===== config.mk =====
export PLATFORM = sky130hd
export DESIGN_NAME = initial_logic_flat
export DESIGN_NICKNAME = d
export VERILOG_FILES = /design/src/rtl/initial_logic_if.sv /design/src/rtl/initial_logic.sv /design/src/flat_wrapper.sv
export SDC_FILE = /design/constraint.sdc
export NUM_CORES = 1
export LEC_CHECK = 0
export BUFFER_PORTS_ARGS = -buffer_cell sky130_fd_sc_hd__buf_4
export CAP_MARGIN = 30
export CORE_ASPECT_RATIO = 0.7
export CORE_MARGIN = 4
export CORE_UTILIZATION = 30
export CTS_BUF_LIST = sky130_fd_sc_hd__clkbuf_2 sky130_fd_sc_hd__clkbuf_4 sky130_fd_sc_hd__clkbuf_8
export DETAILED_ROUTE_END_ITERATION = 16
export PLACE_DENSITY_LB_ADDON = 0.2
export SKIP_CTS_REPAIR_TIMING = 1
export SLEW_MARGIN = 20
export SYNTH_ARGS = -nofsm -noshare
export SYNTH_HDL_FRONTEND = slang
export SYNTH_SLANG_ARGS = --single-unit

===== constraint.sdc =====
create_clock -name clk -period 7.7 [get_ports clk]
set_input_delay 1.54 -clock clk [delete_from_list [all_inputs] [get_ports clk]]
set_output_delay 1.54 -clock clk [all_outputs]
set_load 0.02 [all_outputs]

===== src/rtl/initial_logic_if.sv =====
// ============================================================================
// Module   : initial_logic_if
// Purpose  : Upstream-write and VC-FIFO-write signal bundle for initial_logic.
// Revision : 1.0 - initial release
// ============================================================================
`default_nettype none

interface initial_logic_if #(
  parameter int DATA_WIDTH = 6
);
  logic                  push_in;
  logic [DATA_WIDTH-1:0] data_in;
  logic                  almost_full_VC0;
  logic                  almost_full_VC1;
  logic                  push_VC0;
  logic                  push_VC1;
  logic [DATA_WIDTH-1:0] data_in_VC0;
  logic [DATA_WIDTH-1:0] data_in_VC1;
  logic                  pause_in;
  logic                  error_in;
  logic                  idle;

  // Environment side: upstream source plus the VC FIFOs' full flags.
  modport master (
    output push_in, data_in, almost_full_VC0, almost_full_VC1,
    input  push_VC0, push_VC1, data_in_VC0, data_in_VC1, pause_in, error_in, idle
  );

  // Ingress block side.
  modport slave (
    input  push_in, data_in, almost_full_VC0, almost_full_VC1,
    output push_VC0, push_VC1, data_in_VC0, data_in_VC1, pause_in, error_in, idle
  );
endinterface

`default_nettype wire


===== src/rtl/initial_logic.sv =====
// ============================================================================
// Module   : initial_logic
// Purpose  : Ingress FIFO that dispatches words in order to VC0/VC1 by bit 5.
// Revision : 1.0 - initial release
// ============================================================================
`default_nettype none

module initial_logic #(
  parameter int DATA_WIDTH   = 6,
  parameter int DEPTH        = 4,
  parameter int PAUSE_THRESH = 3
) (
  input  logic            clk,
  input  logic            reset,
  initial_logic_if.slave  bus
);

  localparam int            AW           = $clog2(DEPTH);
  localparam logic [AW:0]   FULL_COUNT   = (AW+1)'(DEPTH);
  localparam logic [AW:0]   THRESH_COUNT = (AW+1)'(PAUSE_THRESH);
  localparam logic [AW:0]   ONE_COUNT    = (AW+1)'(1);
  localparam logic [AW-1:0] ONE_PTR      = AW'(1);

  logic [DATA_WIDTH-1:0] mem [DEPTH];
  logic [AW-1:0]         wr_ptr;
  logic [AW-1:0]         rd_ptr;
  logic [AW:0]           count;
  logic [AW:0]           count_next;

  logic [DATA_WIDTH-1:0] head;
  logic                  head_vc;
  logic                  head_blocked;
  logic                  pop;
  logic                  wr_en;
  logic                  overflow;

  // Pop decision uses count from before this edge, so a word written now
  // can never be dispatched in the same cycle.
  always_comb begin
    head         = mem[rd_ptr];
    head_vc      = head[DATA_WIDTH-1];
    head_blocked = head_vc ? bus.almost_full_VC1 : bus.almost_full_VC0;
    pop          = (count != '0) && !head_blocked;
    wr_en        = bus.push_in && ((count != FULL_COUNT) || pop);
    overflow     = bus.push_in && !wr_en;
    count_next   = count;
    case ({wr_en, pop})
      2'b10:   count_next = count + ONE_COUNT;
      2'b01:   count_next = count - ONE_COUNT;
      default: count_next = count;
    endcase
  end

  always_ff @(posedge clk or posedge reset) begin
    if (reset) begin
      for (int i = 0; i < DEPTH; i++) begin
        mem[i] <= '0;
      end
      wr_ptr <= '0;
      rd_ptr <= '0;
      count  <= '0;
    end else begin
      if (wr_en) begin
        mem[wr_ptr] <= bus.data_in;
        wr_ptr      <= wr_ptr + ONE_PTR;
      end
      if (pop) begin
        rd_ptr <= rd_ptr + ONE_PTR;
      end
      count <= count_next;
    end
  end

  // Idle is registered so every output is low while reset is held.
  always_ff @(posedge clk or posedge reset) begin
    if (reset) begin
      bus.push_VC0    <= 1'b0;
      bus.push_VC1    <= 1'b0;
      bus.data_in_VC0 <= '0;
      bus.data_in_VC1 <= '0;
      bus.pause_in    <= 1'b0;
      bus.error_in    <= 1'b0;
      bus.idle        <= 1'b0;
    end else begin
      bus.push_VC0 <= pop && !head_vc;
      bus.push_VC1 <= pop && head_vc;
      if (pop && !head_vc) begin
        bus.data_in_VC0 <= head;
      end
      if (pop && head_vc) begin
        bus.data_in_VC1 <= head;
      end
      bus.pause_in <= (count_next >= THRESH_COUNT);
      bus.error_in <= overflow;
      bus.idle     <= (count_next == '0) && !pop;
    end
  end

endmodule

`default_nettype wire


===== src/flat_wrapper.sv =====
// flat-port wrapper written by rule: the top's interface ports become plain ports
module initial_logic_flat 
#(
  parameter int DATA_WIDTH   = 6,
  parameter int DEPTH        = 4,
  parameter int PAUSE_THRESH = 3
)
  (clk, reset, bus_push_in, bus_data_in, bus_almost_full_VC0, bus_almost_full_VC1, bus_push_VC0, bus_push_VC1, bus_data_in_VC0, bus_data_in_VC1, bus_pause_in, bus_error_in, bus_idle);
  initial_logic_if #(.DATA_WIDTH(DATA_WIDTH)) bus_i ();
  input  logic clk;
  input  logic reset;
  input wire logic [$bits(bus_i.push_in)-1:0] bus_push_in;
  input wire logic [$bits(bus_i.data_in)-1:0] bus_data_in;
  input wire logic [$bits(bus_i.almost_full_VC0)-1:0] bus_almost_full_VC0;
  input wire logic [$bits(bus_i.almost_full_VC1)-1:0] bus_almost_full_VC1;
  output wire logic [$bits(bus_i.push_VC0)-1:0] bus_push_VC0;
  output wire logic [$bits(bus_i.push_VC1)-1:0] bus_push_VC1;
  output wire logic [$bits(bus_i.data_in_VC0)-1:0] bus_data_in_VC0;
  output wire logic [$bits(bus_i.data_in_VC1)-1:0] bus_data_in_VC1;
  output wire logic [$bits(bus_i.pause_in)-1:0] bus_pause_in;
  output wire logic [$bits(bus_i.error_in)-1:0] bus_error_in;
  output wire logic [$bits(bus_i.idle)-1:0] bus_idle;
  assign bus_i.push_in = bus_push_in;
  assign bus_i.data_in = bus_data_in;
  assign bus_i.almost_full_VC0 = bus_almost_full_VC0;
  assign bus_i.almost_full_VC1 = bus_almost_full_VC1;
  assign bus_push_VC0 = bus_i.push_VC0;
  assign bus_push_VC1 = bus_i.push_VC1;
  assign bus_data_in_VC0 = bus_i.data_in_VC0;
  assign bus_data_in_VC1 = bus_i.data_in_VC1;
  assign bus_pause_in = bus_i.pause_in;
  assign bus_error_in = bus_i.error_in;
  assign bus_idle = bus_i.idle;
  initial_logic #(.DATA_WIDTH(DATA_WIDTH), .DEPTH(DEPTH), .PAUSE_THRESH(PAUSE_THRESH)) u_core (.clk(clk), .reset(reset), .bus(bus_i));
endmodule

==> results of run 1 <==
## power by group
| part | switching (mW) | internal (mW) |
|---|---|---|
| clock network | 0.0887 | 0.0729 |
| registers | 0.0961 | 0.374 |
| logic | 0.308 | 0.257 |
| total | 0.492 | 0.703 |
## worst max-delay path, cell delays in order
cell and delay, ns:
buf_4 0.13, mux2_4 0.41, nor2_1 0.25, ha_1 0.23, inv_1 0.06, fa_1 0.37
xor2_1 0.15, nor2_1 0.07, xor2_1 0.16, nor4_1 0.27
## synth_stat cells
library cell and instances:
o21ai_0 1, a221o_1 3, mux2i_2 1, nor3b_1 1, dfrtp_1 48, o21ai_2 1
o21ai_1 3, buf_1 3, mux4_2 6, nor4_1 1, o211ai_1 21, nand2_1 34
ha_1 5, mux2_4 1, nor2_1 4, buf_6 1, xnor2_1 2, xor2_1 4
mux2i_1 1, and3_1 7, nand3_1 21, fa_1 1, clkbuf_1 4, mux2_2 11
a21o_1 1, nor2b_1 1, inv_1 7, nand2b_1 1, and2_1 1, nor3_1 1
nor3_2 1
## cell families (layout without fill, tap and decap cells)
family          Yosys count  count (layout)  share of synthesized area, %
fa+ha+maj                 6               6                          3.65
simple gates             73              73                          15.0
compound gates           30              30                          9.91
flops                    48              48                          53.1
xor+xnor                  6               6                          2.32
buf+inv                  15              43                          2.82
mux                      20              20                          13.2
## routing by layer
layer / GRT usage, % / part of all wire (%)
met1: 18.9 / 53
met2: 16.7 / 40
met4: 2.55 / 0.69
met3: 4.29 / 7.0
met5: 0 / 0
## final timing paths
check | cells after the start | startpoint | slack [ns] | to
setup / recovery | 10 | bus_almost_full_VC0 | 4.26 | u_core.bus.idle
hold / removal | 1 | u_core.bus.data_in_VC1[5] | 0.49 | u_core.bus.data_in_VC1[5]
setup reg to reg | 10 | u_core.rd_ptr[0] | 4.27 | u_core.bus.idle
hold reg to reg | 1 | u_core.bus.data_in_VC1[5] | 0.49 | u_core.bus.data_in_VC1[5]
max in group asynchronous | 3 | reset | 5.93 | u_core.mem[2]
min in group asynchronous | 2 | reset | 1.25 | u_core.bus.data_in_VC0[5]
## area by class of cell
cell class                 count  area [um^2]  share of cell area (%)
sequential                    48         1200                    45.0
multi-input combinational    135          996                    37.4
timing repair buffer          28          223                    8.35
tap                           98          123                    4.60
clock buffer                   6         82.6                    3.10
inverter                       7         26.3                   0.985
clock inverter                 2         15.0                   0.563
## per-stage QoR
step / total power [mW] / utilization [%] / hold WS, ns
2_1_floorplan: 0.873 / - / 0.483
3_3_place_gp: 1.03 / 34.8 / 0.450
3_5_place_dp: 1.04 / 35.1 / 0.467
4_1_cts: 1.21 / 36.4 / 0.490
5_1_grt: 1.29 / 36.4 / 0.500
6_report: 1.20 / 36.4 / 0.487
## flip-flops by register name, indices dropped and copies added, names as in the netlist
register                flops
u_core.mem                 24
u_core.bus.data_in_VC0      6
u_core.bus.data_in_VC1      6
u_core.count                3
u_core.rd_ptr               2
u_core.wr_ptr               2
u_core.bus.error_in         1
u_core.bus.idle             1
u_core.bus.pause_in         1
u_core.bus.push_VC0         1
u_core.bus.push_VC1         1
==> run_results.csv, run 1 <==
group,metric,value,unit
placed_design,placed_area,0.00257,mm^2
die,boundaryPins,28,
timing,max_freq,0.291,GHz
placed_design,routabilityCongestion,0.716,
detailed_routing,firstDrtPassIters,4,
finish,postLayoutCellArea,0.00267,mm^2
timing,setup_viol,0,
logic_synthesis,synth_cell_types,31,
logic_synthesis,yosys.area.top_type_share,53.1,%
timing,final-max-slew-violation-count,0,
die,coreArea,0.00732,mm^2
detailed_routing,dr_total_vias,1619,
logic_synthesis,netlist_instances,198,
placed_design,port_buffers,27,
global_routing,grt_max_degree,29,
setup_path,path_max_fanout,28,
global_routing,grt_pass1_vias,1596,
setup_path,end_kind,"register",
timing,relSlewSlack,37.9,%
logic_synthesis,yosys_warnings,0,
placed_design,place_ws,3.99,ns
timing,fin_setup_tns,0,ns
cts,clkSlewWorstSetupHoldPaths,0.09,ns
detailed_routing,drc,0,
global_routing,grt_overflow,0,
timing,grt_setup_unrepaired,"false",
finish,area_growth_syn_to_layout,17.9,%
timing,worst_slew_pin_slew,0.931,ns
finish,nets,242,
cts,cts_buffer_depth,2,
cts,htree_levels,2,
power,peakVddDrop,0.143,mV
finish,final_cell_mix,"48 x dfrtp_1, 34 x nand2_1, 27 x buf_4",
finish,diodes,0,
timing,worst_slack,4.26,ns
setup_path,worst_setup_path_start_kind,"primary input",
hold_path,hold_class,"register to register",
logic_synthesis,yosys-top-cells-area,"dfrtp_1 53%, o211ai_1 7.0%, mux4_2 6.0%",
die,dieWidth,112,um
die,start_util,30.9,%
setup_path,critPathKind,"primary input to register",
timing,fin_skew,0.00327,ns
die,num_rows,26,
detailed_routing,wl,5190,um
cts,cts_buffers,5,
die,die_y,80.6,um
finish,layout_commonest_cell,"dfrtp_1",
detailed_routing,drt_iter0_markers,111,
timing,period_needed,3.44,ns
placed_design,placed_cells,316,
setup_path,critPathRequiredTime,7.90,ns
logic_synthesis,syn_avg_cell_area,11.4,um^2
finish,num-fill-cells,731,
logic_synthesis,netlist_area,0.00226,mm^2
setup_path,critPathArrivalTime,3.64,ns
detailed_routing,vias_per_cell,5.00,
cts,cts.sinks,48,
cts,cts_tree,"built",
power,powerDensity,448,mW/mm^2
flow_run,max_cap_violations,0,
timing,layout_worst_path_cycle_share,44.6,%
logic_synthesis,ys_ff_latch,48,
outcome,status,"finished, final reports clean",
global_routing,gr-usage-all-layers,12.4,%
die,die_area,0.00901,mm^2
power,leakage,1.19,nW
timing,hold_viol_final,0,
global_routing,grt_first_pass_wirelength,8700,um
cts,clock_latency,0.30,ns
finish,fin_cells,324,
finish,drive_gt1_share,25.7,%
cts,clockRootBuffer,"clkbuf_8",
global_routing,antenna_found_initial,0,
logic_synthesis,synth_fp_nets,215,
detailed_routing,ant_nets,0,
detailed_routing,routedWlPerCell,16.0,um
placed_design,dpl.hpwl,3710,um
logic_synthesis,yosys.area.top_type,"dfrtp_1",
logic_synthesis,seq_area_frac_synth,53.1,%
(Power assumes the default switching activity.)
==> run 2: changes to the inputs <==
Clock period 7.7 ns to 3.5 ns, I/O delays scaled along.
==> run 2 against run 1 <==
Flip-flop and latch count stayed put. Clock skew grew 0.0094 ns. Routed wire length is 6.5% higher. Critical path depth unchanged. Register-to-register slack worse by 3.7 ns. First-iteration DRC count is 24% higher. Final area rose by 2.0%. Largest cell class unchanged. Clock power increased to 2.9 times the previous value. Sequential power is 120% higher. Largest power group unchanged. Sequential share of layout area down 0.89 points.
==> run_results.csv, run 2 (same netlist as run 1, synthesis figures left out) <==
group,metric,value,unit
cts,cts_buffer_depth,2,
global_routing,grt_first_pass_wirelength,9160,um
die,start_util,30.9,%
global_routing,grt_pass1_vias,1629,
die,die_y,80.6,um
power,power,2.79,mW
timing,worst_slew_pin_slew,0.655,ns
detailed_routing,dr_total_vias,1634,
setup_path,worst-r2r-setup-slack,0.60,ns
power,internal_power,1.69,mW
die,num_rows,26,
hold_path,hold_class,"primary input to asynchronous set/reset pin",
timing,final-max-slew-violation-count,0,
setup_path,critPathKind,"register to register",
detailed_routing,routedWlPerCell,17.0,um
detailed_routing,top_layer,"met4",
detailed_routing,drt-met1-wl,2920,um
global_routing,antenna_found_initial,0,
setup_path,end_kind,"register",
power,powerDensity,1030,mW/mm^2
setup_path,critPathLaunch,"u_core.rd_ptr[1]",
finish,area_growth_syn_to_layout,20.3,%
power,p_seq_share,36.5,%
setup_path,cpMaxStageDelayCell,"dfrtp_1",
setup_path,path_cells,"mux4_2 -> mux2_4 -> nor2_1 -> ha_1 -> inv_1 -> fa_1 -> xor2_1 -> nor2_1 -> xor2_1 -> nor4_1",
detailed_routing,firstDrtPassIters,4,
cts,clkSlewWorstSetupHoldPaths,0.10,ns
setup_path,path_max_fanout,7,
global_routing,grt_overflow,0,
timing,relSlewSlack,56.1,%
finish,num-fill-cells,759,
setup_path,r2r_cells,10,
timing,period_needed,2.90,ns
cts,htree_levels,2,
detailed_routing,dr_wl_met3,380,um
detailed_routing,wl_met2,2150,um
cts,cts_tree,"built",
global_routing,grt_max_degree,31,
cts,clock_latency,0.31,ns
finish,nets,245,
timing,max_freq,0.345,GHz
power,peakVddDrop,0.300,mV
flow_run,max_cap_violations,0,
detailed_routing,drc,0,
finish,top_register,"u_core.mem",
placed_design,port_buffers,27,
timing,grt_setup_unrepaired,"false",
power,switching_share,39.5,%
power,p_clk_share,17.0,%
detailed_routing,vias_per_cell,5.01,
setup_path,critPathArrivalTime,3.12,ns
finish,final_cell_mix,"48 x dfrtp_1, 34 x nand2_1, 30 x buf_4",
power,leakage,1.22,nW
detailed_routing,drt_iter0_markers,138,
timing,hold_viol_final,0,
finish,layout_commonest_cell,"dfrtp_1",
setup_path,worst_setup_path_start_kind,"register",
detailed_routing,ant_nets,0,
finish,diodes,0,
power,power_switching,1.10,mW
timing,fin_setup_tns,0,ns
detailed_routing,wl,5530,um
finish,largest_reg_flops,24,
die,dieWidth,112,um
placed_design,dpl.hpwl,3870,um
cts,clockRootBuffer,"clkbuf_8",
timing,fin_skew,0.0127,ns
placed_design,routabilityCongestion,0.759,
setup_path,timing.rr.start,"u_core.rd_ptr[1]",
finish,drive_gt1_share,26.3,%
timing,layout_worst_path_cycle_share,82.9,%
die,die_area,0.00901,mm^2
global_routing,gr-usage-all-layers,13.2,%
timing,setup_viol,0,
finish,top_regs,"u_core.mem: 24 flops, u_core.bus.data_in_VC0: 6 flops, u_core.bus.data_in_VC1: 6 flops",
setup_path,cpPeakStageDelay,0.56,ns
cts,cts_buffers,5,
outcome,status,"finished, final reports clean",
setup_path,cp-endpoint,"u_core.bus.idle",
setup_path,critPathRequiredTime,3.72,ns
cts,cts.sinks,48,
die,coreArea,0.00732,mm^2
power,comb_power_share,46.5,%
setup_path,worstReg2RegEnd,"u_core.bus.idle",
die,boundaryPins,28,
-- run 2: cell count changes in the layout (fill, tap and decap cells not counted), sizes merged --
cell | previous run | this run
clkinvlp | 2 | 0
clkbuf | 6 | 5
buf | 28 | 31
bufinv | 0 | 2
-- run 2: critical path: cells and delay by family (launching register included) --
family / cells / cell delay, ns
mux: 2 / 0.77
fa+ha+maj: 2 / 0.60
flops: 1 / 0.56
simple gates: 3 / 0.53
xor+xnor: 2 / 0.31
buf+inv: 1 / 0.06
-- run 2: metal layers --
metal	vias to the layer above	GRT usage, %
met2	48	17.6
met3	9	3.69
met4	0	3.77
li1	768	-
met5	-	0
met1	809	20.4
-- run 2: how the worst min path moves through the flow --
| stage | from | end | depth (start not counted) |
|---|---|---|---|
| final | reset | u_core.count[1] | 2 |
| after global placement | u_core.bus.data_in_VC1[5] | u_core.bus.data_in_VC1[5] | 1 |
| after detailed placement | u_core.bus.data_in_VC1[5] | u_core.bus.data_in_VC1[5] | 1 |
| after floorplan | u_core.mem[10] | u_core.mem[10] | 2 |
| after global routing | reset | u_core.count[1] | 2 |
| after CTS | reset | u_core.count[1] | 2 |
-- run 2: stage by stage --
stage               setup slack [ns]  utilization (%)  area, um^2  instances  hold slack [ns]
finish                         0.598             37.2        2720        326            0.387
global route                   0.361             37.2        2720        326            0.412
CTS                            0.583             37.2        2720        326            0.401
detailed placement             0.566             35.4        2590        319            0.457
global placement               0.659             35.1        2570        318            0.450
floorplan                      0.640                -        2260        198            0.483
-- run 2: cell type report --
| cell class | count | area, um^2 | share of cell area (%) |
|---|---|---|---|
| flip-flops and latches | 48 | 1200 | 44.2 |
| multi-input cells | 135 | 996 | 36.6 |
| repair buffers | 31 | 245 | 9.02 |
| well taps | 98 | 123 | 4.51 |
| clock buffers | 5 | 68.8 | 2.53 |
| clock inverters | 2 | 60.1 | 2.21 |
| inverters | 7 | 26.3 | 0.966 |
-- run 2: power by group through the flow --
stage               logic [mW]  clock network (mW)  registers, mW
global placement          1.30                   0           1.02
global route              1.44               0.505           1.06
CTS                       1.31               0.484           1.02
detailed placement        1.31                   0           1.03
floorplan                0.865                   0           1.05
finish                    1.30               0.474           1.02
==> run 3: changes to the inputs <==
Clock period 3.5 ns to 2.65 ns, I/O delays scaled along.
==> run 3 against run 2 <==
The run now ends with negative setup slack left. Global-route usage hardly changed. Via count about the same. Sequential power up 29%. Non-clock buffer count increased by 6. Utilization increased by 0.48 points. Flip-flop and latch count unchanged. Clock power is 5.3% lower. Final area is 1.3% higher. Hold slack lost 0.0037 ns. Critical path type unchanged. Largest cell class unchanged.
==> run_results.csv, run 3 (same netlist as run 1, synthesis figures left out) <==
group,metric,value,unit
outcome,status,"finished, violations left",
outcome,violations,"negative setup slack",
setup_path,critPathArrivalTime,2.87,ns
power,peakVddDrop,0.441,mV
setup_path,critPathKind,"register to register",
finish,final_util,37.6,%
setup_path,cpMaxStageDelayCell,"mux4_2",
timing,worst_slew_pin_slew,0.619,ns
placed_design,dpl.hpwl,3860,um
detailed_routing,routedWlPerCell,16.3,um
cts,cts_buffers,5,
die,coreArea,0.00732,mm^2
finish,drive_gt1_share,30.2,%
setup_path,path_cells,"mux4_2 -> mux2_4 -> nor2_4 -> ha_4 -> inv_2 -> fa_2 -> xor2_1 -> nor2_1 -> xor2_1 -> nor4_1",
cts,cts_tree,"built",
cts,clkSlewWorstSetupHoldPaths,0.10,ns
placed_design,place_ws,-0.0343,ns
finish,nets,251,
timing,period_needed,2.67,ns
finish,area_growth_syn_to_layout,21.9,%
setup_path,path_max_fanout,4,
setup_path,timing.rr.start,"u_core.rd_ptr[0]",
global_routing,grt_pass1_vias,1719,
timing,max_freq,0.375,GHz
setup_path,cp-endpoint,"u_core.bus.idle",
die,start_util,30.9,%
finish,largest_reg_flops,24,
flow_run,max_cap_violations,0,
placed_design,routabilityCongestion,0.761,
cts,cts_buffer_depth,2,
detailed_routing,dr_total_vias,1635,
placed_design,port_buffers,27,
die,boundaryPins,28,
finish,top_register,"u_core.mem",
hold_path,hold_class,"primary input to asynchronous set/reset pin",
finish,top_regs,"u_core.mem: 24 flops, u_core.bus.data_in_VC0: 6 flops, u_core.bus.data_in_VC1: 6 flops",
power,powerDensity,1320,mW/mm^2
global_routing,grt_overflow,0,
die,dieWidth,112,um
die,die_area,0.00901,mm^2
timing,setup_viol,1,
setup_path,worst_setup_path_start_kind,"register",
timing,final-max-slew-violation-count,0,
detailed_routing,wl,5430,um
detailed_routing,drt_iter0_markers,117,
cts,cts.sinks,48,
setup_path,end_kind,"register",
power,leakage,1.22,nW
setup_path,cpMostUsedCell,"xor2_1",
cts,clockRootBuffer,"clkbuf_8",
cts,clock_latency,0.30,ns
setup_path,critPathRequiredTime,2.85,ns
finish,layout_commonest_cell,"dfrtp_1",
global_routing,gr-usage-all-layers,13.3,%
detailed_routing,drc,0,
cts,htree_levels,2,
detailed_routing,firstDrtPassIters,4,
finish,diodes,0,
global_routing,grt_max_degree,49,
setup_path,r2r_cells,10,
timing,worst_slack,-0.0180,ns
global_routing,antenna_found_initial,0,
die,num_rows,26,
timing,hold_viol_final,0,
timing,relSlewSlack,58.5,%
setup_path,worst-r2r-setup-slack,-0.02,ns
detailed_routing,vias_per_cell,4.91,
timing,layout_worst_path_cycle_share,101,%
global_routing,grt_first_pass_wirelength,9310,um
setup_path,critPathLaunch,"u_core.rd_ptr[0]",
timing,fin_skew,0.0115,ns
die,die_y,80.6,um
finish,final_cell_mix,"48 x dfrtp_1, 37 x buf_4, 34 x nand2_1",
detailed_routing,ant_nets,0,
timing,grt_setup_unrepaired,"true",
setup_path,worstReg2RegEnd,"u_core.bus.idle",
setup_path,cpPeakStageDelay,0.59,ns
run 3: layout make-up:
cell class,instances,area (um^2)
Fill cell,744,4560
Sequential cell,48,1200
Multi-Input combinational cell,135,1030
Timing Repair Buffer,37,278
Tap cell,98,123
Clock buffer,5,68.8
Inverter,7,26.3
Clock inverter,3,23.8
run 3: metrics by stage:
stage	instances	hold WS [ns]	area [um^2]	setup TNS (ns)	power (mW)
finish	333	0.383	2760	-0.0180	3.64
global route	333	0.450	2760	-0.355	3.95
CTS	331	0.407	2720	-0.0400	3.62
detailed placement	323	0.454	2630	-0.0343	3.17
global placement	323	0.450	2630	0	3.14
floorplan	198	0.483	2280	-0.0493	2.57
run 3: where the power goes:
group          switching (mW)  leakage, nW  internal [mW]  total [mW]
registers               0.237        0.586           1.09        1.32
clock network           0.261       0.0404          0.187       0.449
logic                   0.997        0.598          0.865        1.86
run 3: worst min-delay path by stage:
stage                                   start                        end  slack [ns]  cells past startpoint
floorplan                      u_core.mem[10]             u_core.mem[10]        0.48                      2
global placement    u_core.bus.data_in_VC1[5]  u_core.bus.data_in_VC1[5]        0.45                      1
detailed placement  u_core.bus.data_in_VC1[5]  u_core.bus.data_in_VC1[5]        0.45                      1
CTS                                     reset        u_core.bus.push_VC1        0.41                      3
global route                            reset  u_core.bus.data_in_VC1[3]        0.45                      3
finish                                  reset            u_core.count[1]        0.38                      3
run 3: worst max-delay path: cells and delay by family, from the launching register on:
family / cells / cell delay (ns)
multiplexers: 2 / 0.94
AND/OR/NAND/NOR: 3 / 0.44
buffers and inverters: 1 / 0.03
XOR/XNOR: 2 / 0.29
flip-flops: 1 / 0.39
adder cells (fa/ha/maj): 2 / 0.47
run 3: per-layer routing:
layer | track usage [%] | vias to the layer above | part of all wire, %
li1 | - | 783 | -
met5 | 0 | - | 0
met4 | 1.82 | 0 | 0.28
met3 | 3.46 | 2 | 5.4
met1 | 19.8 | 806 | 52
met2 | 19.7 | 44 | 42
